## config.mk

```make
export PLATFORM = sky130hd
export DESIGN_NAME = mp3_sdi_feeder
export DESIGN_NICKNAME = d
export VERILOG_FILES = /design/src/rtl/mp3_sdi_feeder_pkg.sv /design/src/rtl/mp3_sdi_feeder_sync_2ff.sv /design/src/rtl/mp3_sdi_feeder.sv
export SDC_FILE = /design/constraint.sdc
export NUM_CORES = 1
export LEC_CHECK = 0
export CAP_MARGIN = 20
export CORE_MARGIN = 2
export CORE_UTILIZATION = 35
export DETAILED_ROUTE_END_ITERATION = 8
export PLACE_DENSITY_LB_ADDON = 0.12
export SLEW_MARGIN = 20
export SYNTH_ARGS = -nofsm -noshare
export SYNTH_HDL_FRONTEND = slang
export SYNTH_SLANG_ARGS = --single-unit
```

## constraint.sdc

```tcl
create_clock -name clk -period 2.2 [get_ports clk]
set_clock_uncertainty 0.05 [all_clocks]
set_input_delay 0.66 -clock clk [delete_from_list [all_inputs] [get_ports clk]]
set_output_delay 0.66 -clock clk [all_outputs]
set_load 0.02 [all_outputs]
```

## src/rtl/mp3_sdi_feeder_pkg.sv

```systemverilog
// mp3_sdi_feeder_pkg: shared state encoding and default SDI timing constants
package mp3_sdi_feeder_pkg;
  typedef enum logic [1:0] {IDLE, LOAD, SHIFT, END} state_t;
  localparam int SDI_CLK_DIV = 4;
  localparam int SDI_BURST_LEN = 32;
endpackage

```

## src/rtl/mp3_sdi_feeder_sync_2ff.sv

```systemverilog
// sync_2ff: generic two-flop synchronizer for asynchronous status pins
module sync_2ff #(
  parameter int WIDTH = 1
)(
  input  logic             clk,
  input  logic             rst,
  input  logic [WIDTH-1:0] d,
  output logic [WIDTH-1:0] q
);
  logic [WIDTH-1:0] meta;
  always_ff @(posedge clk) begin
    if (rst) begin
      meta <= '0;
      q <= '0;
    end else begin
      meta <= d;
      q <= meta;
    end
  end
endmodule

```

## src/rtl/mp3_sdi_feeder.sv

```systemverilog
// mp3_sdi_feeder: pops FIFO bytes and shifts them MSB-first into the decoder SDI port in DREQ-gated bursts
module mp3_sdi_feeder
  import mp3_sdi_feeder_pkg::*;
#(
  parameter int DATA_WIDTH = 8,
  parameter int CLK_DIV = SDI_CLK_DIV,
  parameter int BURST_LEN = SDI_BURST_LEN
)(
  input  logic                  clk,
  input  logic                  reset_n,
  input  logic                  enable,
  input  logic                  fifo_empty,
  input  logic [DATA_WIDTH-1:0] fifo_rdata,
  output logic                  fifo_rd,
  input  logic                  dreq,
  output logic                  sclk,
  output logic                  mosi,
  output logic                  xdcs,
  output logic                  busy,
  output logic                  burst_done
);
  localparam int BW = DATA_WIDTH > 1 ? $clog2(DATA_WIDTH) : 1;
  localparam int DW = CLK_DIV > 1 ? $clog2(CLK_DIV) : 1;
  localparam int CW = $clog2(BURST_LEN + 1);
  state_t state, state_n;
  logic [DATA_WIDTH-1:0] shift_reg;
  logic [BW-1:0] bit_cnt;
  logic [DW-1:0] div_cnt;
  logic [CW-1:0] burst_cnt;
  logic dreq_s, phase_end, byte_end, go, stop;
  sync_2ff #(.WIDTH(1)) u_sync (.clk(clk), .rst(reset_n), .d(dreq), .q(dreq_s));
  assign phase_end = div_cnt == DW'(CLK_DIV - 1);
  assign byte_end = state == SHIFT && phase_end && sclk && bit_cnt == '0;
  assign go = enable && dreq_s && !fifo_empty;
  assign stop = burst_cnt + 1'b1 == CW'(BURST_LEN) || !enable || fifo_empty;
  assign fifo_rd = state == LOAD;
  assign mosi = shift_reg[DATA_WIDTH-1];
  always_comb begin
    state_n = state;
    case (state)
      IDLE:    state_n = go ? LOAD : IDLE;
      LOAD:    state_n = SHIFT;
      SHIFT:   state_n = !byte_end ? SHIFT : stop ? END : LOAD;
      default: state_n = IDLE;
    endcase
  end
  // Outputs are registered from the next state so they line up with the state register.
  always_ff @(posedge clk) begin
    if (reset_n) begin
      state <= IDLE;
      shift_reg <= '0;
      bit_cnt <= '0;
      div_cnt <= '0;
      burst_cnt <= '0;
      sclk <= 1'b0;
      xdcs <= 1'b1;
      busy <= 1'b0;
      burst_done <= 1'b0;
    end else begin
      state <= state_n;
      xdcs <= !(state_n inside {LOAD, SHIFT});
      busy <= state_n != IDLE;
      burst_done <= state_n == END;
      if (state == IDLE) burst_cnt <= '0;
      if (state == LOAD) begin
        shift_reg <= fifo_rdata;
        bit_cnt <= BW'(DATA_WIDTH - 1);
        div_cnt <= '0;
      end
      if (state == SHIFT) begin
        div_cnt <= phase_end ? '0 : div_cnt + 1'b1;
        if (phase_end) sclk <= ~sclk;
        if (phase_end && sclk) shift_reg <= shift_reg << 1;
        if (phase_end && sclk && !byte_end) bit_cnt <= bit_cnt - 1'b1;
        if (byte_end) burst_cnt <= burst_cnt + 1'b1;
      end
    end
  end
endmodule
```

==> results of run 1 <==
stage by stage:
stage | area, µm² | power [mW] | hold WS [ps] | std cells
6_report | 1690 | 0.857 | 409 | 222
4_1_cts | 1690 | 0.869 | 417 | 222
3_5_place_dp | 1640 | 0.569 | 394 | 218
2_1_floorplan | 1410 | 0.536 | 364 | 152
5_1_grt | 1690 | 0.890 | 427 | 222
3_3_place_gp | 1640 | 0.568 | 381 | 218
cell usage after synthesis, drive strengths merged:
library cell and instances:
xor2 1, and3 3, nor3b 4, nand2b 5
or2b 1, a21boi 1, o311ai 1, a31oi 3
a21oi 5, a31o 2, nor2 13, a211o 1
or4 1, nor2b 6, mux2i 8, nand3 6
inv 6, ha 10, a21o 1, a311oi 2
dfxtp 27, o311a 1, a211oi 12, nand2 5
clkbuf 3, o21ai 5, buf 7, o211ai 2
and4bb 1, nor3 1, nand4 7, nor4bb 1
per-layer routing:
metal | up-vias | wire [µm] | global-route usage, %
li1 | 595 | - | -
met1 | 564 | 1470 | 18.6
met2 | 18 | 1360 | 23.8
met3 | 2 | 96 | 2.17
met4 | 0 | 21 | 3.83
met5 | - | 0 | 0
what timing repair did:
item	4_1_cts	5_1_grt
endpoints found under the setup margin	1	0
resized for setup	1	0
endpoints found under the hold margin	0	0
worst paths after layout:
path / from / endpoint / cells past startpoint
hold reg to reg: u_sync.meta / u_sync.q / 1
setup / recovery: sclk / sclk / 1
setup reg to reg: burst_cnt[0] / xdcs / 6
hold / removal: u_sync.meta / u_sync.q / 1
where the power goes:
part           total [mW]  switching [mW]  leakage (nW)  internal [mW]
Clock               0.300           0.171        0.0217          0.129
Sequential          0.495         0.00218         0.218          0.493
Combinational      0.0619          0.0268         0.369         0.0351
kinds of logic after synthesis:
family | after synthesis | synth area share, %
compound gates | 36 | 17.9
buf+inv | 16 | 6.83
simple gates | 54 | 21.7
flops | 27 | 38.3
mux | 8 | 5.68
fa+ha+maj | 10 | 8.87
xor+xnor | 1 | 0.621
cells in the final DEF (no fill, tap or decap), types with 6 or more instances in the layout:
cell type        instances
buf_4                    8
nor2b_1                  6
nor2_1                  13
mux2i_1                  8
ha_1                    10
dfxtp_1                 27
inv_1                    6
a211oi_1                12
clkdlybuf4s50_1         17
nand4_1                  7
final cells by class:
class                      count  area share (%)
timing repair buffer          26            14.2
sequential                    27            32.0
clock inverter                 1           0.445
inverter                       6            1.34
tap                           50            3.71
clock buffer                   3            2.45
multi-input combinational    109            45.8
==> results.md, run 1 <==
* CP Data Arrival Time at 1330 ps
* Critical Path, Cell by Cell: clkdlybuf4s50_1
* Vias per cell at 5.31
* ANT nets after route at 0
* Port Buf Inserts at 18
* Nets at 196
* Maximum VDD drop at 0.183 mV
* Multi-input logic area at 773 µm²
* Worst slew pin tran at 365 ps
* WL per Instance at 13.3 µm
* Hold buffers post-CTS at 0
* Avg Inst Size Synth at 9.28 µm²
* Die X at 67.5 µm
* Vias at 1179
* Register area share after synthesis at 38.3%
* CP Launch Type: register
* Rows at 23
* TNS Setup at 0 ps
* Clock root buffer: clkbuf_8
* Core ar. at 3940 µm²
* Delay-heaviest family, CP: buffers and inverters
* Clk Latency, worst-skew pair at 270 ps
* Max-slew violations at 0
* Core Util, Final at 42.8%
* GRT Residual Overflow at 0
* Flip-flop count of the largest register after layout at 8
* Status: complete, no violations
* CTS tree: built
* Worst path bufs/invs at 1
* TritonCTS Buffers at 3
* # DRC at 0
* Max-cap violations at 0
* Reg2reg setup slack at 330 ps
* Register area at 541 µm²
* Post-Syn Nets at 175
* Mapped Cells at 152
* Power per cell area at 508 nW/µm²
* Final setup vio count at 0
* CP Max Fanout at 4
* Setup WS post-layout at 164 ps
* Initial antenna violation count at 0
* Synth area leader: dfxtp_1
* H-tree Lvls at 1
* Final hold vios at 0
* Initial drt markers at 71
* Die area at 4550 µm²
* Share of cells above drive strength 1 at 9.88%
* Final period demand of the worst path at 2040 ps
* First-pass GRT wire length at 4950 µm
* Rel. slew slack at 75.4%
* Top cell type's share of synthesized area at 38.3%
* LEAKAGE at 0.609 nW
* Crit-path max cell delay at 640 ps
* Min-Delay Path Class: reg2reg
* Io pins at 19
* Area contributors post-synth: dfxtp_1 (38%), ha_1 (8.9%), a211oi_1 (6.4%)
* Filler instances at 393
* Tot GR Track Use at 14.1%
* Worst path slowest cell: clkdlybuf4s50_1
* Syn. warnings at 0
* Max Root-Sink Buffers at 2
* Highest Clock Rate at 0.491 GHz
* Synthesized cell area at 1410 µm²
* Post-CTS setup buffers at 0
* Gp weighted congestion at 0.797
* Synthesis-to-finish area growth at 19.6%
* DP Worst Slack at 77.4 ps
* Data required, critical path at 1490 ps
* CTS clk-pin slew, worst paths at 100 ps
* Worst setup EP type: output port
* Final WL at 2950 µm
* #FFs+latches synth at 27
* Sink Count at 27
* Unique masters post-synth at 37
* RSZ-0062 raised after global routing: no
* Period utilisation layout at 92.6%
* Diodes inserted at 0
* Die Ht at 67.5 µm
* Detailed Routing Iterations Pass 1 at 4
* Number of global-route vias before repair at 1093
* Critical path class: reg2out
* Starting density of the core at 35.8%
* Largest net degree at the start of global routing at 17
* DPL Wire Length at 2180 µm
Note: power is estimated with default switching activity, not from simulation.
==> run 2, diff against run 1 <==
PLACE_DENSITY_LB_ADDON = not set   (was 0.12)
==> run 2 against run 1 <==
Compared with the run above: critical path depth unchanged; largest power group unchanged; register-to-register slack lost 40 ps; utilization is 0.38 points lower; cell count fell by 0.90%; non-clock buffer count is 2 lower; routed wire length shrank 1.4%.
==> results.md, run 2 (synthesis results as in run 1) <==
* Status: complete, no violations
* Min-Delay Path Class: reg2reg
* DP Area at 1620 µm²
* CTS tree: built
* Synthesis-to-finish area growth at 18.5%
* Final WL at 2900 µm
* Worst setup EP type: output port
* Gp weighted congestion at 0.815
* M3 GR Usage at 3.83%
* CP Max Fanout at 4
* WL per Instance at 13.2 µm
* Diodes inserted at 0
* TNS Setup at 0 ps
* Commonest non-fill, non-tap cell in the layout: dfxtp_1
* Critical path class: reg2out
* GRT Residual Overflow at 0
* Power per cell area at 504 nW/µm²
* Final hold vios at 0
* Rel. slew slack at 71.4%
* Final setup vio count at 0
* Commonest non-fill, non-tap cells in the layout: dfxtp_1 (27), clkdlybuf4s50_1 (17), nor2_1 (13)
* Vias at 1199
* Die area at 4550 µm²
* Tot GR Track Use at 13.7%
* TritonCTS Buffers at 3
* Initial drt markers at 74
* Period utilisation layout at 93.0%
* Largest net degree at the start of global routing at 17
* Design Power at 0.843 mW
* CP Launch Type: register
* Nets at 194
* Clk Latency, worst-skew pair at 270 ps
* # DRC at 0
* Vias per cell at 5.45
* Die Ht at 67.5 µm
* Net Sw Power at 0.187 mW
* Clock power share at 34.0%
* Hold buffers post-CTS at 0
* LEAKAGE at 0.600 nW
* Reg power frac at 58.7%
* Worst path slowest cell: clkdlybuf4s50_1
* Flip-flop count of the largest register after layout at 8
* First-pass GRT wire length at 4840 µm
* Highest Clock Rate at 0.489 GHz
* Port Buf Inserts at 18
* Logic gate share of total power at 7.2%
* CTS clk-pin slew, worst paths at 90 ps
* Data required, critical path at 1490 ps
* H-tree Lvls at 1
* ANT nets after route at 0
* Worst hold margin at 400 ps
* Max Root-Sink Buffers at 2
* Switching Fraction at 22.2%
* Crit-path max cell delay at 640 ps
* Final instance area at 1670 µm²
* Max-cap violations at 0
* Met2 Track Usage GR at 24.3%
* Critical Path, Cell by Cell: clkdlybuf4s50_1
* Number of global-route vias before repair at 1109
* Rows at 23
* Worst slew pin tran at 425 ps
* Delay-heaviest family, CP: buffers and inverters
* Most Crowded Layer GR: met2
* Core ar. at 3940 µm²
* Maximum VDD drop at 0.289 mV
* Sink Count at 27
* Detailed Routing Iterations Pass 1 at 4
* Io pins at 19
* DPL Wire Length at 2100 µm
* Clock root buffer: clkbuf_8
* RSZ-0062 raised after global routing: no
* Initial antenna violation count at 0
* Final period demand of the worst path at 2050 ps
* Grt met1 use at 16.4%
* Die X at 67.5 µm
* Int Pwr at 0.656 mW
* Share of cells above drive strength 1 at 8.82%
* Starting density of the core at 35.8%
* Max-slew violations at 0
* Worst path bufs/invs at 1
* CP Data Arrival Time at 1340 ps
[run 2: repair_timing]
action	4_1_cts	5_1_grt
setup endpoints to repair	1	0
resized for setup	1	0
buffers inserted	0	0
[run 2: power by group through the flow]
stage	combinational [mW]	clock, mW	sequential [mW]
floorplan	0.0282	0	0.507
global placement	0.0593	0	0.507
detailed placement	0.0608	0	0.507
CTS	0.0612	0.301	0.495
global route	0.0664	0.317	0.496
finish	0.0610	0.287	0.495
[run 2: final timing paths]
check                from       end  slack (ps)  cells past startpoint
max                  sclk      sclk         150                      1
min           u_sync.meta  u_sync.q         400                      1
max reg2reg  burst_cnt[0]      xdcs         290                      6
min reg2reg   u_sync.meta  u_sync.q         400                      1
[run 2: stage by stage]
stage          util, %  setup slack (ps)  instances
6_report          42.4               154        220
5_1_grt           42.4               100        220
4_1_cts           42.4               144        220
3_5_place_dp      41.2              76.5        216
3_3_place_gp      41.2               102        216
2_1_floorplan        -               483        152
[run 2: final cells by class]
cell class,count,area (µm²)
Clock inverter,1,7.51
Inverter,6,22.5
Clock buffer,3,41.3
Timing Repair Buffer,24,224
Fill cell,375,2270
Tap cell,50,62.6
Multi-Input combinational cell,109,773
Sequential cell,27,541
[run 2: routing by layer]
layer	vias to the layer above	part of all wire (%)	wire, µm
li1	590	-	-
met3	6	5.7	166
met5	-	0	0
met4	0	1.0	29
met1	568	46	1340
met2	35	47	1370
==> run 3, diff against run 2 <==
CORE_UTILIZATION = 45   (was 35)
PLACE_DENSITY = 0.67   (was not set)
RECOVER_POWER = 50   (was not set)
==> run 3 against run 2 <==
Compared with the run above: routed wire length decreased by 1.9%; total power down 7.3%; sequential power about the same; sequential cell count stayed put; non-clock buffer count grew 2; global-route usage is 4.2 points higher; clock power decreased by 22%; cell count shrank 1.8%; worst hold slack improved by 14 ps; critical path type unchanged.
==> results.md, run 3 (synthesis results as in run 1) <==
* Status: complete, no violations
* Tot GR Track Use at 17.9%
* Share of cells above drive strength 1 at 9.30%
* # DRC at 0
* DP Worst Slack at 74.1 ps
* CTS tree: built
* Worst slew pin tran at 447 ps
* Clk Latency, worst-skew pair at 330 ps
* Commonest non-fill, non-tap cell in the layout: dfxtp_1
* DPL Wire Length at 2130 µm
* Filler instances at 283
* Port Buf Inserts at 18
* CTS clk-pin slew, worst paths at 150 ps
* Die area at 3600 µm²
* Rows at 20
* Detailed Routing Iterations Pass 1 at 4
* Core ar. at 3030 µm²
* Register area at 541 µm²
* CP Max Fanout at 4
* Worst path slowest cell: clkdlybuf4s50_1
* Max Root-Sink Buffers at 2
* Vias at 1188
* Min-Delay Path Class: reg2reg
* Hold buffers post-CTS at 0
* TritonCTS Buffers at 3
* Multi-input logic area at 773 µm²
* ANT nets after route at 0
* CP Data Arrival Time at 1380 ps
* LEAKAGE at 0.597 nW
* Max layer used: met4
* First-pass GRT wire length at 4890 µm
* Setup WS post-layout at 110 ps
* Diodes inserted at 0
* Final setup vio count at 0
* Critical path class: reg2out
* Final hold vios at 0
* Routed met2 length at 1310 µm
* Worst path bufs/invs at 1
* Die X at 60.0 µm
* Starting density of the core at 46.6%
* Rel. slew slack at 70.2%
* Delay-heaviest family, CP: buffers and inverters
* Wl on met1 at 1400 µm
* Met3 wire len at 91 µm
* Nets at 196
* Synthesis-to-finish area growth at 17.3%
* Gp weighted congestion at 0.802
* TNS Setup at 0 ps
* Initial drt markers at 55
* Io pins at 19
* RSZ-0062 raised after global routing: no
* GRT Residual Overflow at 0
* Highest Clock Rate at 0.478 GHz
* Sink Count at 27
* Clock root buffer: clkbuf_4
* Final WL at 2850 µm
* Number of global-route vias before repair at 1111
* Largest net degree at the start of global routing at 17
* Worst setup EP type: output port
* Data required, critical path at 1490 ps
* Final period demand of the worst path at 2090 ps
* Die Ht at 60.0 µm
* Flip-flop count of the largest register after layout at 8
* WL per Instance at 13.2 µm
* Maximum VDD drop at 0.261 mV
* Crit-path max cell delay at 630 ps
* CP Launch Type: register
* Power per cell area at 472 nW/µm²
* Vias per cell at 5.50
* H-tree Lvls at 1
* Critical Path, Cell by Cell: clkdlybuf4s50_1
* Max-slew violations at 0
* Max-cap violations at 0
* Period utilisation layout at 95.0%
* Commonest non-fill, non-tap cells in the layout: dfxtp_1 (27), clkdlybuf4s50_1 (16), nor2_1 (13)
* Initial antenna violation count at 0
-- run 3: layer usage --
layer / GRT usage, % / vias to the layer above
li1: - / 599
met1: 24.9 / 559
met2: 27.0 / 24
met3: 3.03 / 6
met4: 7.94 / 0
met5: 0 / -
-- run 3: final timing paths --
check	depth (start not counted)	slack [ps]	to	startpoint
max	1	110	sclk	sclk
max reg2reg	6	270	xdcs	burst_cnt[0]
min reg2reg	1	410	u_sync.q	u_sync.meta
min	1	410	u_sync.q	u_sync.meta
-- run 3: timing repair --
item                       4_1_cts  5_1_grt
gates resized for setup          1        0
setup endpoints to repair        1        0
setup buffers                    0        0
-- run 3: layout make-up --
type,instances,area share (%)
clock buffers,3,1.36
clock inverters,1,0.454
inverters,6,1.36
multi-input cells,109,46.7
flip-flops and latches,27,32.7
well taps,44,3.33
repair buffers,26,14.1
-- run 3: stage by stage --
step | power (mW) | hold WS (ps) | cells | area, µm² | utilization, %
3_3_place_gp | 0.567 | 382 | 212 | 1630 | 53.9
2_1_floorplan | 0.536 | 364 | 152 | 1410 | -
4_1_cts | 0.795 | 417 | 216 | 1660 | 54.8
5_1_grt | 0.819 | 429 | 216 | 1650 | 54.6
3_5_place_dp | 0.569 | 387 | 212 | 1630 | 53.9
6_report | 0.782 | 414 | 216 | 1650 | 54.6
-- run 3: power by group --
part / internal [mW] / total, mW / switching, mW
registers: 0.494 / 0.496 / 0.00216
clock network: 0.0696 / 0.225 / 0.156
logic: 0.0334 / 0.0599 / 0.0265
total: 0.597 / 0.781 / 0.184
